==> config.mk <==
export PLATFORM = sky130hd
export DESIGN_NAME = hbridge_multi_ctrl
export DESIGN_NICKNAME = d
export VERILOG_FILES = /design/src/rtl/hbridge_multi_ctrl.sv
export SDC_FILE = /design/constraint.sdc
export NUM_CORES = 1
export LEC_CHECK = 0
export CAP_MARGIN = 20
export CORE_MARGIN = 2
export CORE_UTILIZATION = 55
export DETAILED_ROUTE_END_ITERATION = 16
export PLACE_DENSITY = 0.77
export SYNTH_ARGS = -nofsm -noshare
export SYNTH_HDL_FRONTEND = slang
export SYNTH_SLANG_ARGS = --single-unit
export TNS_END_PERCENT = 30
==> constraint.sdc <==
create_clock -name clk -period 2.5 [get_ports clk]
set_input_delay 0.375 -clock clk [delete_from_list [all_inputs] [get_ports clk]]
set_output_delay 0.375 -clock clk [all_outputs]
set_load 0.02 [all_outputs]
==> src/rtl/hbridge_multi_ctrl.sv <==
// Multi-channel H-bridge controller: request synchronisation, dead time,
// coil-energy tracking, flyback discharge and max on-time protection.
module hbridge_multi_ctrl #(
  parameter int unsigned NCH         = 4,
  parameter int unsigned CNT_W       = 16,
  parameter int unsigned DEAD_CYC    = 2,
  parameter int unsigned MAX_ON      = 50000,
  parameter int unsigned SYNC_STAGES = 2,
  localparam int unsigned SEL_W      = (NCH > 1) ? $clog2(NCH) : 1
) (
  input  logic             clk,
  input  logic             rst_n,
  input  logic             en,
  input  logic [NCH-1:0]   req_f,
  input  logic [NCH-1:0]   req_r,
  output logic [NCH-1:0]   q1,
  output logic [NCH-1:0]   q2,
  output logic [NCH-1:0]   q3,
  output logic [NCH-1:0]   q4,
  output logic [NCH-1:0]   busy,
  output logic [NCH-1:0]   blocked,
  output logic [NCH-1:0]   ovr,
  output logic [NCH-1:0]   illegal,
  input  logic [SEL_W-1:0] esel,
  output logic [CNT_W-1:0] energy
);

  localparam int unsigned      DW    = (DEAD_CYC > 1) ? $clog2(DEAD_CYC + 1) : 1;
  localparam logic [CNT_W-1:0] MAXV  = CNT_W'(MAX_ON);
  localparam logic [DW-1:0]    DEADV = DW'(DEAD_CYC);

  typedef enum logic [2:0] {
    S_IDLE, S_PRE_F, S_PRE_R, S_DRV_F, S_DRV_R, S_FLY
  } state_t;

  logic [NCH-1:0][CNT_W-1:0] ecnt;

  for (genvar g = 0; g < NCH; g++) begin : g_ch
    logic [SYNC_STAGES-1:0] sf, sr;
    logic rf, rr, f_eff, r_eff, want_same, want_opp;
    state_t st, nxt;
    logic dir_q, dir_d, ovr_q, ovr_d;
    logic [DW-1:0] dcnt_q, dcnt_d;
    logic [CNT_W-1:0] e_q, e_d, e_inc;
    logic q1_q, q2_q, q3_q, q4_q, busy_q, blk_q;

    always_ff @(posedge clk or negedge rst_n) begin
      if (!rst_n) begin
        sf <= '0;
        sr <= '0;
      end else begin
        sf <= {sf[SYNC_STAGES-2:0], req_f[g]};
        sr <= {sr[SYNC_STAGES-2:0], req_r[g]};
      end
    end

    assign rf        = sf[SYNC_STAGES-1];
    assign rr        = sr[SYNC_STAGES-1];
    assign f_eff     = rf & ~rr & en;
    assign r_eff     = rr & ~rf & en;
    assign want_same = dir_q ? r_eff : f_eff;
    assign want_opp  = dir_q ? f_eff : r_eff;
    assign e_inc     = (e_q >= MAXV) ? MAXV : e_q + CNT_W'(1);

    // Energy counts every cycle whose next state is DRV, so the exit edge
    // needs no extra increment and FLY lasts exactly the stored count.
    always_comb begin
      nxt    = st;
      dir_d  = dir_q;
      dcnt_d = dcnt_q;
      e_d    = e_q;
      ovr_d  = ovr_q & (rf | rr);
      unique case (st)
        S_IDLE: begin
          e_d = '0;
          if (!ovr_q && (f_eff || r_eff)) begin
            dir_d = r_eff;
            if (DEAD_CYC == 0) begin
              nxt = r_eff ? S_DRV_R : S_DRV_F;
              e_d = CNT_W'(1);
            end else begin
              nxt    = r_eff ? S_PRE_R : S_PRE_F;
              dcnt_d = DEADV;
            end
          end
        end
        S_PRE_F, S_PRE_R: begin
          if (!want_same) begin
            nxt = (e_q == '0) ? S_IDLE : S_FLY;
          end else if (dcnt_q <= DW'(1)) begin
            nxt = dir_q ? S_DRV_R : S_DRV_F;
            e_d = e_inc;
          end else begin
            dcnt_d = dcnt_q - DW'(1);
          end
        end
        S_DRV_F, S_DRV_R: begin
          if (e_q >= MAXV) begin
            nxt   = S_FLY;
            ovr_d = 1'b1;
          end else if (!want_same) begin
            nxt = S_FLY;
          end else begin
            e_d = e_inc;
          end
        end
        S_FLY: begin
          if (want_same && !ovr_q) begin
            if (DEAD_CYC == 0) begin
              nxt = dir_q ? S_DRV_R : S_DRV_F;
              e_d = e_inc;
            end else begin
              nxt    = dir_q ? S_PRE_R : S_PRE_F;
              dcnt_d = DEADV;
            end
          end else if (e_q <= CNT_W'(1)) begin
            nxt = S_IDLE;
            e_d = '0;
          end else begin
            e_d = e_q - CNT_W'(1);
          end
        end
        default: nxt = S_IDLE;
      endcase
    end

    always_ff @(posedge clk or negedge rst_n) begin
      if (!rst_n) begin
        st     <= S_IDLE;
        dir_q  <= 1'b0;
        ovr_q  <= 1'b0;
        dcnt_q <= '0;
        e_q    <= '0;
        q1_q   <= 1'b1;
        q2_q   <= 1'b0;
        q3_q   <= 1'b1;
        q4_q   <= 1'b0;
        busy_q <= 1'b0;
        blk_q  <= 1'b0;
      end else begin
        st     <= nxt;
        dir_q  <= dir_d;
        ovr_q  <= ovr_d;
        dcnt_q <= dcnt_d;
        e_q    <= e_d;
        q1_q   <= nxt inside {S_IDLE, S_PRE_F, S_DRV_F, S_FLY};
        q3_q   <= nxt inside {S_IDLE, S_PRE_R, S_DRV_R, S_FLY};
        q2_q   <= (nxt == S_DRV_R);
        q4_q   <= (nxt == S_DRV_F);
        busy_q <= (nxt != S_IDLE);
        blk_q  <= (nxt == S_FLY) && want_opp;
      end
    end

    assign q1[g]      = q1_q;
    assign q2[g]      = q2_q;
    assign q3[g]      = q3_q;
    assign q4[g]      = q4_q;
    assign busy[g]    = busy_q;
    assign blocked[g] = blk_q;
    assign ovr[g]     = ovr_q;
    assign illegal[g] = rf & rr;
    assign ecnt[g]    = e_q;
  end

  always_ff @(posedge clk or negedge rst_n) begin
    if (!rst_n) energy <= '0;
    else        energy <= (int'(esel) < int'(NCH)) ? ecnt[esel] : '0;
  end

endmodule

Word level (Yosys, flattened, before mapping)
Index checks and enable logic that the tools add are counted.
{"block": "totals", "reg_bits": 148, "word_cells": 376}
{"block": "classes", "addsub": 12, "order_cmp": 13, "eq_ne": 72, "mux": 118, "bitwise_logic": 36, "n_reduce_logical": 72}
{"operator": "$mux 16", "n": 29}
{"operator": "$pmux 16 s4", "n": 4}
{"operator": "$mux 3", "n": 36}
{"operator": "$add 16x1->16 const B", "n": 4}
{"operator": "$ge 16x16->1 const B", "n": 4}
{"operator": "$le 16x1->1 const B", "n": 4}
{"operator": "$logic_not 16->1", "n": 4}
{"operator": "$ne 2x2->1 const B", "n": 32}
{"operator": "$sub 16x1->16 const B", "n": 4}
{"operator": "$eq 3x2->1 const B", "n": 16}
{"operator": "$eq 3x3->1 const B", "n": 16}
{"operator": "$mux 2", "n": 24}
{"operator": "$pmux 3 s4", "n": 4}
{"operator": "$reduce_bool 4->1", "n": 12}
{"operator": "$bmux 16 s2", "n": 1}
{"operator": "$and 1x1->1", "n": 24}
{"operator": "$eq 3x1->1 const B", "n": 8}
{"operator": "$logic_not 3->1", "n": 8}
{"operator": "$pmux 2 s3", "n": 4}
{"operator": "$reduce_and 6->1", "n": 4}
{"operator": "$reduce_bool 3->1", "n": 8}
{"operator": "$reduce_and 5->1", "n": 4}
{"operator": "$mux 1", "n": 16}
{"operator": "$reduce_or 2->1", "n": 8}
{"operator": "9 further kinds", "n": 45}

Logic depth before layout (Yosys ltp)
Gate-level depths: netlist of run 1.
{"block": "logic_depth", "ltp_word": 9, "depth_mapped": 10}

Worst setup path after synthesis of run 1
OpenSTA, ideal clock, no wires.
{"block": "synth_timing", "kind": "register -> register", "startpoint": "register g_ch[2].e_q[10]", "endpoint": "register g_ch[2].e_q[12]", "arrival_ps": 2218, "path_slack_ps": 149, "stages_incl_launch_ff": 9, "n_path_buf": 2, "cell_sequence": "dfrtp_1 > buf_6 > or4_4 > o311a_4 > a22oi_2 > o21ai_2 > buf_6 > o31ai_1 > o31ai_1"}
{"block": "synth_via", "elab_chain_cells": 5}
{"element": "start: declaration", "line": "44", "rtl": "logic [CNT_W-1:0] e_q, e_d, e_inc;"}
{"element": "start signal: assignment", "line": "133", "rtl": "e_q <= '0;"}
{"element": "start signal: assignment", "line": "145", "rtl": "e_q <= e_d;"}
{"element": "$add 16x1->16 / $ge 16x16->1 (equally long branches)", "line": "63, 98"}
{"element": "$mux 16", "line": "63", "rtl": "assign e_inc = (e_q >= MAXV) ? MAXV : e_q + CNT_W'(1);"}
{"element": "$mux 16, on equally long branches", "line": "101, 90"}
{"element": "$mux 16, on equally long branches", "line": "98, 88"}
{"element": "$pmux 16 s4", "line": "73", "rtl": "unique case (st)"}
Parallel ways exist; a longest one is shown, timed or not. The select of a mux whose other input is x is not followed.
A chain may end at the register's enable or synchronous reset.

Worst setup path after layout of run 1
{"block": "layout_timing", "startpoint": "register g_ch[3].e_q[12]", "endpoint": "register g_ch[3].busy_q"}
{"block": "layout_via", "elab_chain_cells": 5}
{"element": "start: declaration", "line": "44"}
{"element": "start signal: assignment", "line": "133"}
{"element": "start signal: assignment", "line": "145"}
{"element": "$le 16x1->1 / $logic_not 16->1 (equally long branches)", "line": "116, 89"}
{"element": "$mux 3, on equally long branches", "line": "116, 89"}
{"element": "$mux 3, on equally long branches", "line": "108, 88"}
{"element": "$pmux 3 s4 *", "line": "73"}
{"element": "via g_ch[3].nxt[2]", "line": "41", "rtl": "state_t st, nxt;"}
{"element": "$reduce_bool 3->1 *", "line": "150", "rtl": "busy_q <= (nxt != S_IDLE);"}
{"element": "end signal: assignment", "line": "150"}
{"element": "end: declaration", "line": "45", "rtl": "logic q1_q, q2_q, q3_q, q4_q, busy_q, blk_q;"}
Mark *: on every way through the listed nets, which the timed path passes. The rest lies on a longest branch.

==> results of run 1 <==
-- per-layer routing --
layer,vias to the layer above,wire [um],part of all wire (%)
li1,4679,-,-
met1,4722,11900,42
met2,629,12900,46
met3,83,2660,9.4
met4,0,805,2.8
met5,-,0,0
-- worst max-delay path by stage --
| stage | cells past startpoint | to | from | slack [ns] |
|---|---|---|---|---|
| floorplan | 8 | g_ch[2].e_q[12] | g_ch[2].e_q[10] | 0.15 |
| global placement | 9 | g_ch[3].e_q[9] | en | 0.003 |
| detailed placement | 8 | g_ch[1].e_q[15] | en | -0.1 |
| CTS | 7 | g_ch[2].e_q[11] | g_ch[2].e_q[10] | 0.04 |
| global route | 7 | g_ch[3].e_q[12] | g_ch[3].e_q[12] | 0.002 |
| finish | 7 | g_ch[3].busy_q | g_ch[3].e_q[12] | 0.06 |
-- worst max-delay path, cell delays in order (launching register included) --
cell	delay, ns
dfrtp_1	0.46
nor4_2	0.54
nand4_1	0.31
o21a_1	0.28
a22oi_1	0.15
and3_2	0.22
inv_1	0.05
or3_1	0.31
-- logic make-up after synthesis --
group,after synthesis
adder cells (fa/ha/maj),20
flip-flops,148
multiplexers,28
AO/OA/AOI/OAI,383
buffers and inverters,154
AND/OR/NAND/NOR,454
XOR/XNOR,24
-- flip-flops by register name, indices dropped and copies added, names as in the netlist, 8 cells and up --
register and flops:
g_ch.st 12, g_ch.sr 8, g_ch.e_q 64, g_ch.sf 8, g_ch.dcnt_q 8, energy 16
-- power groups by stage --
stage / Sequential (uW) / Clock [uW] / Combinational, uW
after floorplan: 3880 / 0 / 6640
after global routing: 4400 / 2770 / 11100
after global placement: 4240 / 0 / 9640
after CTS: 4230 / 2670 / 9870
final: 4260 / 2630 / 10200
after detailed placement: 4260 / 0 / 9790
-- cell type report --
cell class,count,area [um^2],area share [%]
clock buffer,20,467,3.81
clock inverter,12,144,1.18
inverter,39,146,1.20
multi-input combinational,909,5910,48.3
sequential,148,3710,30.4
tap,234,293,2.39
timing repair buffer,178,1570,12.8
-- per-stage QoR --
stage / cell area (um^2) / setup TNS, ns
after CTS: 12200 / 0
after global placement: 11600 / 0
final: 12200 / 0
after floorplan: 10300 / 0
after detailed placement: 11600 / -0.273
after global routing: 12200 / 0
-- timing repair --
action | 4_1_cts | 5_1_grt
resized for setup | 0 | 12
setup endpoints to repair | 0 | 26
hold endpoints to repair | 48 | 0
hold buffers | 1 | 0
-- Yosys cell counts, drive strengths merged (22+ instances only) --
cell type	number	area [um^2]
nor2	111	417
o22ai	26	163
nand3	36	180
o31ai	27	203
o21ai	105	537
nor4	28	188
clkbuf	67	251
inv	39	146
nor3	33	165
dfrtp	140	3500
and2	22	138
a21oi	75	375
nand2	89	337
buf	48	320
==> results.ini, run 1 <==
[placement]
dp_hpwl_um=20500
io_buffers=60
post-place-cells=1507
gp_congestion=1.01
dp_slack_ns=-0.0969

[sta]
fin_ws_ns=0.0563
worst_pin_slew_ns=0.659
maxSlewViolCount=0
fin_crit_ns=2.44
fmax_mhz=409
fin_skew_ns=0.0123
hold_viol_final=0
setup_viol_count_final=0
period_share_pct=97.7
hold_slack_ns=0.347
maxSlewHeadroom_pct=55.7
rsz0062_at_grt=no

[global_route]
grt_pass1_vias=9515
grt_max_degree=53
grt_busiest_layer=met2
use_met1_pct=41.4
grt_remaining_overflow=0
grt_pass1_wl_um=47400
grt_util_met2_pct=45.4
grt_use_total_pct=29.4
grt_antenna_before_repair=0
use_met3_pct=5.26

[routing]
drt_wl_total_um=28300
drt_first_pass_iters=7
routed_via_density=6.57
ant_nets=0
post_drt_wl_per_cell_um=18.4
via_count=10113
drc=0
drt_iter0_markers=1269

[cts]
clk_pin_slew_ns=0.06
clk_latency_ns=0.43
cts_buffers=17
clockBufferDepth=2
htreeDepth=4
post_cts_buffers=0
clockRootBuffer=clkbuf_16
clock-sinks=148
tritoncts=yes

[worst_setup_path]
cp.arrival_ns=2.75
regToRegSetupSlack_ns=0.06
rr_startpoint=g_ch[3].e_q[12]
path_max_fanout=7
worstSetupEndpointType=flip-flop
cp_data_required_time_ns=2.80
startpoint_type=flip-flop
r2r_cells=7
critPathKind=flip-flop to flip-flop
r2r_end=g_ch[3].busy_q

[power]
switchingPower_uw=8030
internal-power_uw=9040
powerDensity_nw_per_um2=1400
switching_share_pct=47.0
p_leak_uw=0.00504
peakVddDrop_uv=984
pwr-share-seq_pct=24.9
p_clk_share_pct=15.4
p_total_uw=17100
p_comb_share_pct=59.6

[final_layout]
postLayoutCoreUtil_pct=66.1
nets=1326
drive_gt1_share_pct=16.7
fin_cells=1540
nFillCells=1527
diodes=0
synthToLayoutAreaGrowth_pct=18.9
final_common_cell=dfrtp_1
mostFrequentLayoutCells=dfrtp_1 (140), buf_4 (111), nor2_1 (110)

[floorplanning]
die_w_um=141
rows=50
io_pins=61
initial_utilization_pct=55.6
core-area_um2=18500
die_h_um=141
die-area_um2=19800

[synth]
synth_edf_count=0
seq_area_frac_synth_pct=36.1
synth-compound-area-share_pct=24.7
yosysWarningCount=0
syn_area_um2=10300
async_flop_share_pct=100
synth-seq-cells=148
ys.flop_type=dfrtp_1
synth_top_family_by_area=compound AO/OA/AOI/OAI gates
synth_fa_ha_area_share_pct=2.43
synth-simple-area-share_pct=23.1
syn-num-nets=1244
syn_inst=1211
muxShareOfSynthArea_pct=4.73
syn_avg_cell_area_um2=8.50
ys_types=83
synth_xor_area_share_pct=2.04

[min_path]
whs_endpoint=g_ch[2].sr[1]
hold_class=flip-flop to flip-flop
worstHoldStart=g_ch[2].sr[0]
hold_depth=0

[run_status]
status=completed

[run]
max_cap_violations=0

(Power assumes the default switching activity.)
==> run 2: changes to the inputs <==
MAX_ROUTING_LAYER = met4   (was not set)
SKIP_LAST_GASP = 1   (was not set)
==> results.ini, run 2 (synthesized netlist as in run 1, its figures left out) <==
[routing]
wl_met1_um=12500  ; was 11900 um
wl_met2_um=13200  ; was 12900 um
post_drt_wl_per_cell_um=18.6  ; was 18.4 um
wl_met3_um=2510  ; was 2660 um
drt_wl_total_um=28900  ; was 28300 um
via_count=10150  ; was 10113
highest_layer=met4  ; unchanged
routed_via_density=6.55  ; was 6.57
ant_nets=0  ; unchanged
drt_iter0_markers=1325  ; was 1269
drt_first_pass_iters=6  ; was 7
drc=0  ; unchanged

[floorplanning]
initial_utilization_pct=55.6  ; unchanged
rows=50  ; unchanged
die_h_um=141  ; unchanged
die_w_um=141  ; unchanged
core-area_um2=18500  ; unchanged
io_pins=61  ; unchanged
die-area_um2=19800  ; unchanged

[min_path]
hold_class=flip-flop to flip-flop  ; unchanged
worstHoldStart=g_ch[0].sf[0]  ; was g_ch[2].sr[0]

[final_layout]
synthToLayoutAreaGrowth_pct=19.1  ; was 18.9%
multi_input_area_um2=5880  ; was 5910 um^2
nFillCells=1513  ; was 1527
mostFrequentLayoutCells=dfrtp_1 (140), buf_4 (123), nor2_1 (111)  ; was dfrtp_1 (140), buf_4 (111), nor2_1 (110)
fin_cells=1550  ; was 1540
reg_top3=g_ch.e_q x64, energy x16, g_ch.st x12  ; unchanged
seq_area_um2=3710  ; unchanged
top_register=g_ch.e_q  ; unchanged
largest_register_ffs=64  ; unchanged
drive_gt1_share_pct=16.7  ; about the same
nets=1336  ; was 1326
final_common_cell=dfrtp_1  ; unchanged
diodes=0  ; unchanged

[worst_setup_path]
critPathKind=flip-flop to flip-flop  ; unchanged
cp_data_required_time_ns=2.82  ; was 2.80 ns
worstSetupEndpointType=flip-flop  ; unchanged
cp.arrival_ns=2.79  ; was 2.75 ns
startpoint_type=flip-flop  ; unchanged
rr_startpoint=g_ch[2].e_q[10]  ; was g_ch[3].e_q[12]
path_max_fanout=7  ; unchanged
worstSetupStartpoint=g_ch[2].e_q[10]  ; was g_ch[3].e_q[12]

[cts]
cts_buffers=17  ; unchanged
htreeDepth=4  ; unchanged
clk_latency_ns=0.43  ; about the same
clock-sinks=148  ; unchanged
clk_pin_slew_ns=0.07  ; was 0.06 ns
clockBufferDepth=2  ; unchanged
tritoncts=yes  ; unchanged
clockRootBuffer=clkbuf_16  ; unchanged

[sta]
hold_viol_final=0  ; unchanged
fin_crit_ns=2.47  ; was 2.44 ns
period_share_pct=98.9  ; was 97.7%
setup_viol_count_final=0  ; unchanged
maxSlewHeadroom_pct=52.0  ; was 55.7%
maxSlewViolCount=0  ; unchanged
worst_pin_slew_ns=0.713  ; was 0.659 ns
fmax_mhz=405  ; was 409 MHz
rsz0062_at_grt=yes  ; was no
fin_ws_ns=0.0287  ; was 0.0563 ns
fin_skew_ns=0.00935  ; was 0.0123 ns

[global_route]
grt_remaining_overflow=0  ; unchanged
grt_pass1_wl_um=47400  ; about the same
grt_use_total_pct=30.3  ; was 29.4%
grt_antenna_before_repair=0  ; unchanged
grt_max_degree=50  ; was 53
grt_pass1_vias=9318  ; was 9515

[placement]
io_buffers=60  ; unchanged
gp_congestion=0.993  ; was 1.01
dp_slack_ns=-0.0553  ; was -0.0969 ns
dp_hpwl_um=21100  ; was 20500 um
post-place-cells=1516  ; was 1507

[power]
peakVddDrop_uv=713  ; was 984 uV
powerDensity_nw_per_um2=1400  ; about the same
p_leak_uw=0.00508  ; was 0.00504 uW

[run]
max_cap_violations=0  ; unchanged

[run_status]
status=completed  ; unchanged

## run 2: final cells by class
type	instances	share of cell area [%]
clock inverters	14	1.46
well taps	234	2.39
multi-input cells	909	48.0
inverters	39	1.19
clock buffers	18	3.50
flip-flops and latches	148	30.3
repair buffers	188	13.2
## run 2: path summary, 6_finish.rpt
path                       slack [ns]  cells past startpoint                end
setup / recovery                 0.03                      5      g_ch[2].blk_q
hold / removal                   0.35                      0      g_ch[0].sf[1]
setup reg to reg                 0.03                      5      g_ch[2].blk_q
hold reg to reg                  0.35                      0      g_ch[0].sf[1]
max in group asynchronous        1.35                      3       g_ch[1].q1_q
min in group asynchronous        0.43                      2  g_ch[0].dcnt_q[1]
## run 2: where the power goes
group	switching [uW]	internal, uW
clock	1070	1580
combinational	5960	4260
sequential	981	3250
## run 2: metal layers
metal / up-vias / GRT usage, %
met5: - / -
met4: 0 / 9.05
met3: 79 / 4.48
met2: 596 / 45.4
met1: 4807 / 42.9
li1: 4668 / -
## run 2: critical path: stages (launching register included)
cell,delay (ns)
dfrtp_1,0.38
or4_4,0.61
o311a_4,0.45
o31ai_1,0.29
o221ai_1,0.34
and3_1,0.30
## run 2: repair_timing
| action | 4_1_cts | 5_1_grt |
|---|---|---|
| setup buffers | 0 | 1 |
| hold buffers | 1 | 0 |
| setup endpoints to repair | 0 | 20 |
| endpoints found under the hold margin | 37 | 0 |
| resized for setup | 0 | 4 |
## run 2: stage by stage
stage / power (uW) / util (%) / hold WS [ns] / setup TNS (ns) / area [um^2]
after floorplan: 10500 / - / 0.0794 / 0 / 10300
after global placement: 13900 / 62.7 / 0.322 / 0 / 11600
after detailed placement: 14100 / 62.7 / 0.324 / -0.156 / 11600
after CTS: 16900 / 66.0 / 0.350 / 0 / 12200
after global routing: 18300 / 66.2 / 0.359 / -0.131 / 12300
final: 17100 / 66.2 / 0.346 / 0 / 12300
==> run 3: changes to the inputs <==
CELL_PAD_IN_SITES_DETAIL_PLACEMENT = 0   (was not set)
CELL_PAD_IN_SITES_GLOBAL_PLACEMENT = 1   (was not set)
CORE_UTILIZATION = 42   (was 55)
PLACE_DENSITY = not set   (was 0.77)
PLACE_DENSITY_LB_ADDON = 0.1   (was not set)
SETUP_SLACK_MARGIN = 0.2   (was not set)
==> results.ini, run 3 (synthesized netlist as in run 1, its figures left out) <==
[run_status]
status=completed  ; unchanged

[placement]
io_buffers=60  ; unchanged
gp_congestion=0.921  ; was 0.993
dp_hpwl_um=23400  ; was 21100 um
post-place-cells=1635  ; was 1516

[final_layout]
nFillCells=2281  ; was 1513
final_common_cell=buf_4  ; was dfrtp_1
mostFrequentLayoutCells=buf_4 (149), dfrtp_1 (136), nor2_1 (108)  ; was dfrtp_1 (140), buf_4 (123), nor2_1 (111)
drive_gt1_share_pct=22.0  ; was 16.7%
reg_top3=g_ch.e_q x64, energy x16, g_ch.st x12  ; unchanged
largest_register_ffs=64  ; unchanged
fin_cells=1678  ; was 1550
top_register=g_ch.e_q  ; unchanged
synthToLayoutAreaGrowth_pct=25.3  ; was 19.1%
nets=1373  ; was 1336
multi_input_area_um2=6060  ; was 5880 um^2
seq_area_um2=3720  ; was 3710 um^2

[worst_setup_path]
startpoint_type=flip-flop  ; unchanged
cp_data_required_time_ns=2.82  ; about the same
cp.arrival_ns=2.66  ; was 2.79 ns
critPathKind=flip-flop to flip-flop  ; unchanged
worstSetupEndpointType=flip-flop  ; unchanged
path_max_fanout=7  ; unchanged

[routing]
ant_nets=0  ; unchanged
via_count=10032  ; was 10150
drt_first_pass_iters=5  ; was 6
drt_wl_total_um=32300  ; was 28900 um
drt_iter0_markers=767  ; was 1325
drc=0  ; unchanged
post_drt_wl_per_cell_um=19.3  ; was 18.6 um
routed_via_density=5.98  ; was 6.55

[cts]
cts_buffers=17  ; unchanged
htreeDepth=4  ; unchanged
clockBufferDepth=2  ; unchanged
clk_pin_slew_ns=0.08  ; was 0.07 ns
tritoncts=yes  ; unchanged
clock-sinks=148  ; unchanged
clockRootBuffer=clkbuf_16  ; unchanged
clk_latency_ns=0.43  ; about the same

[floorplanning]
die_h_um=161  ; was 141 um
io_pins=61  ; unchanged
die-area_um2=25800  ; was 19800 um^2
rows=57  ; was 50
core-area_um2=24200  ; was 18500 um^2
die_w_um=161  ; was 141 um
initial_utilization_pct=42.6  ; was 55.6%

[run]
max_cap_violations=0  ; unchanged

[global_route]
grt_antenna_before_repair=0  ; unchanged
grt_use_total_pct=25.7  ; was 30.3%
grt_max_degree=45  ; was 50
grt_pass1_vias=9632  ; was 9318
grt_pass1_wl_um=51400  ; was 47400 um
grt_remaining_overflow=0  ; unchanged

[sta]
fin_crit_ns=2.34  ; was 2.47 ns
maxSlewViolCount=0  ; unchanged
setup_tns_ns=0  ; unchanged
period_share_pct=93.7  ; was 98.9%
rsz0062_at_grt=yes  ; unchanged
maxSlewHeadroom_pct=53.7  ; was 52.0%
fin_skew_ns=0.0196  ; was 0.00935 ns
worst_pin_slew_ns=0.688  ; was 0.713 ns
fmax_mhz=427  ; was 405 MHz
hold_viol_final=0  ; unchanged
setup_viol_count_final=0  ; unchanged

[power]
peakVddDrop_uv=526  ; was 713 uV
powerDensity_nw_per_um2=1420  ; was 1400 nW/um^2
p_leak_uw=0.00531  ; was 0.00508 uW
p_total_uw=18400  ; was 17100 uW

[min_path]
hold_class=flip-flop to flip-flop  ; unchanged

==> run 3: repair_timing <==
action / CTS / global route
cloned: 0 / 3
gates resized for setup: 5 / 52
setup buffers: 1 / 5
endpoints found under the hold margin: 39 / 0
hold buffers: 1 / 0
pin swaps: 1 / 6
setup endpoints to repair: 19 / 74
==> run 3: report_power, final <==
part	switching (uW)	leakage (uW)	internal, uW
Clock	1140	0.000287	1540
Combinational	6590	0.00316	4960
Sequential	887	0.00186	3260
==> run 3: layout make-up <==
type                    instances  share of cell area, %
diodes                          1                 0.0194
clock buffers                  19                   3.51
clock inverters                13                   1.15
inverters                      39                   1.13
multi-input cells             909                   46.9
flip-flops and latches        148                   28.8
well taps                     324                   3.14
repair buffers                225                   15.3
==> run 3: per-stage QoR <==
stage	cell area (um^2)	setup WS [ns]	utilization [%]	hold WS (ns)
detailed placement	12000	-0.0324	49.5	0.335
CTS	12600	0.150	52.2	0.349
global placement	12000	-0.00444	49.5	0.333
global route	12900	0.0539	53.3	0.350
finish	12900	0.159	53.4	0.347
floorplan	10300	0.168	-	0.0794
==> run 3: path summary, 6_finish.rpt <==
check                               startpoint              to  slack [ns]  cells after the start
worst max-delay path            g_ch[2].e_q[4]  g_ch[2].e_q[2]        0.16                      7
worst min-delay path             g_ch[0].sr[0]   g_ch[0].sr[1]        0.35                      0
worst max register to register  g_ch[2].e_q[4]  g_ch[2].e_q[2]        0.16                      7
worst min register to register   g_ch[0].sr[0]   g_ch[0].sr[1]        0.35                      0
max in group asynchronous                rst_n    g_ch[2].q1_q        1.36                      3
min in group asynchronous                rst_n   g_ch[0].st[0]        0.47                      2
==> run 3: layer usage <==
metal	track usage (%)	up-vias	share of wire, %
li1	-	4752	-
met1	33.5	4898	45
met2	41.6	336	48
met3	3.13	46	5.6
met4	9.30	0	2.0
met5	-	-	0
==> run 3: worst max-delay path, cell delays in order (launching register included) <==
cell,delay (ns)
dfrtp_1,0.40
or4_1,0.61
or3_4,0.41
o21ai_4,0.21
buf_2,0.25
o22ai_1,0.10
o21ai_0,0.16
o31ai_1,0.09
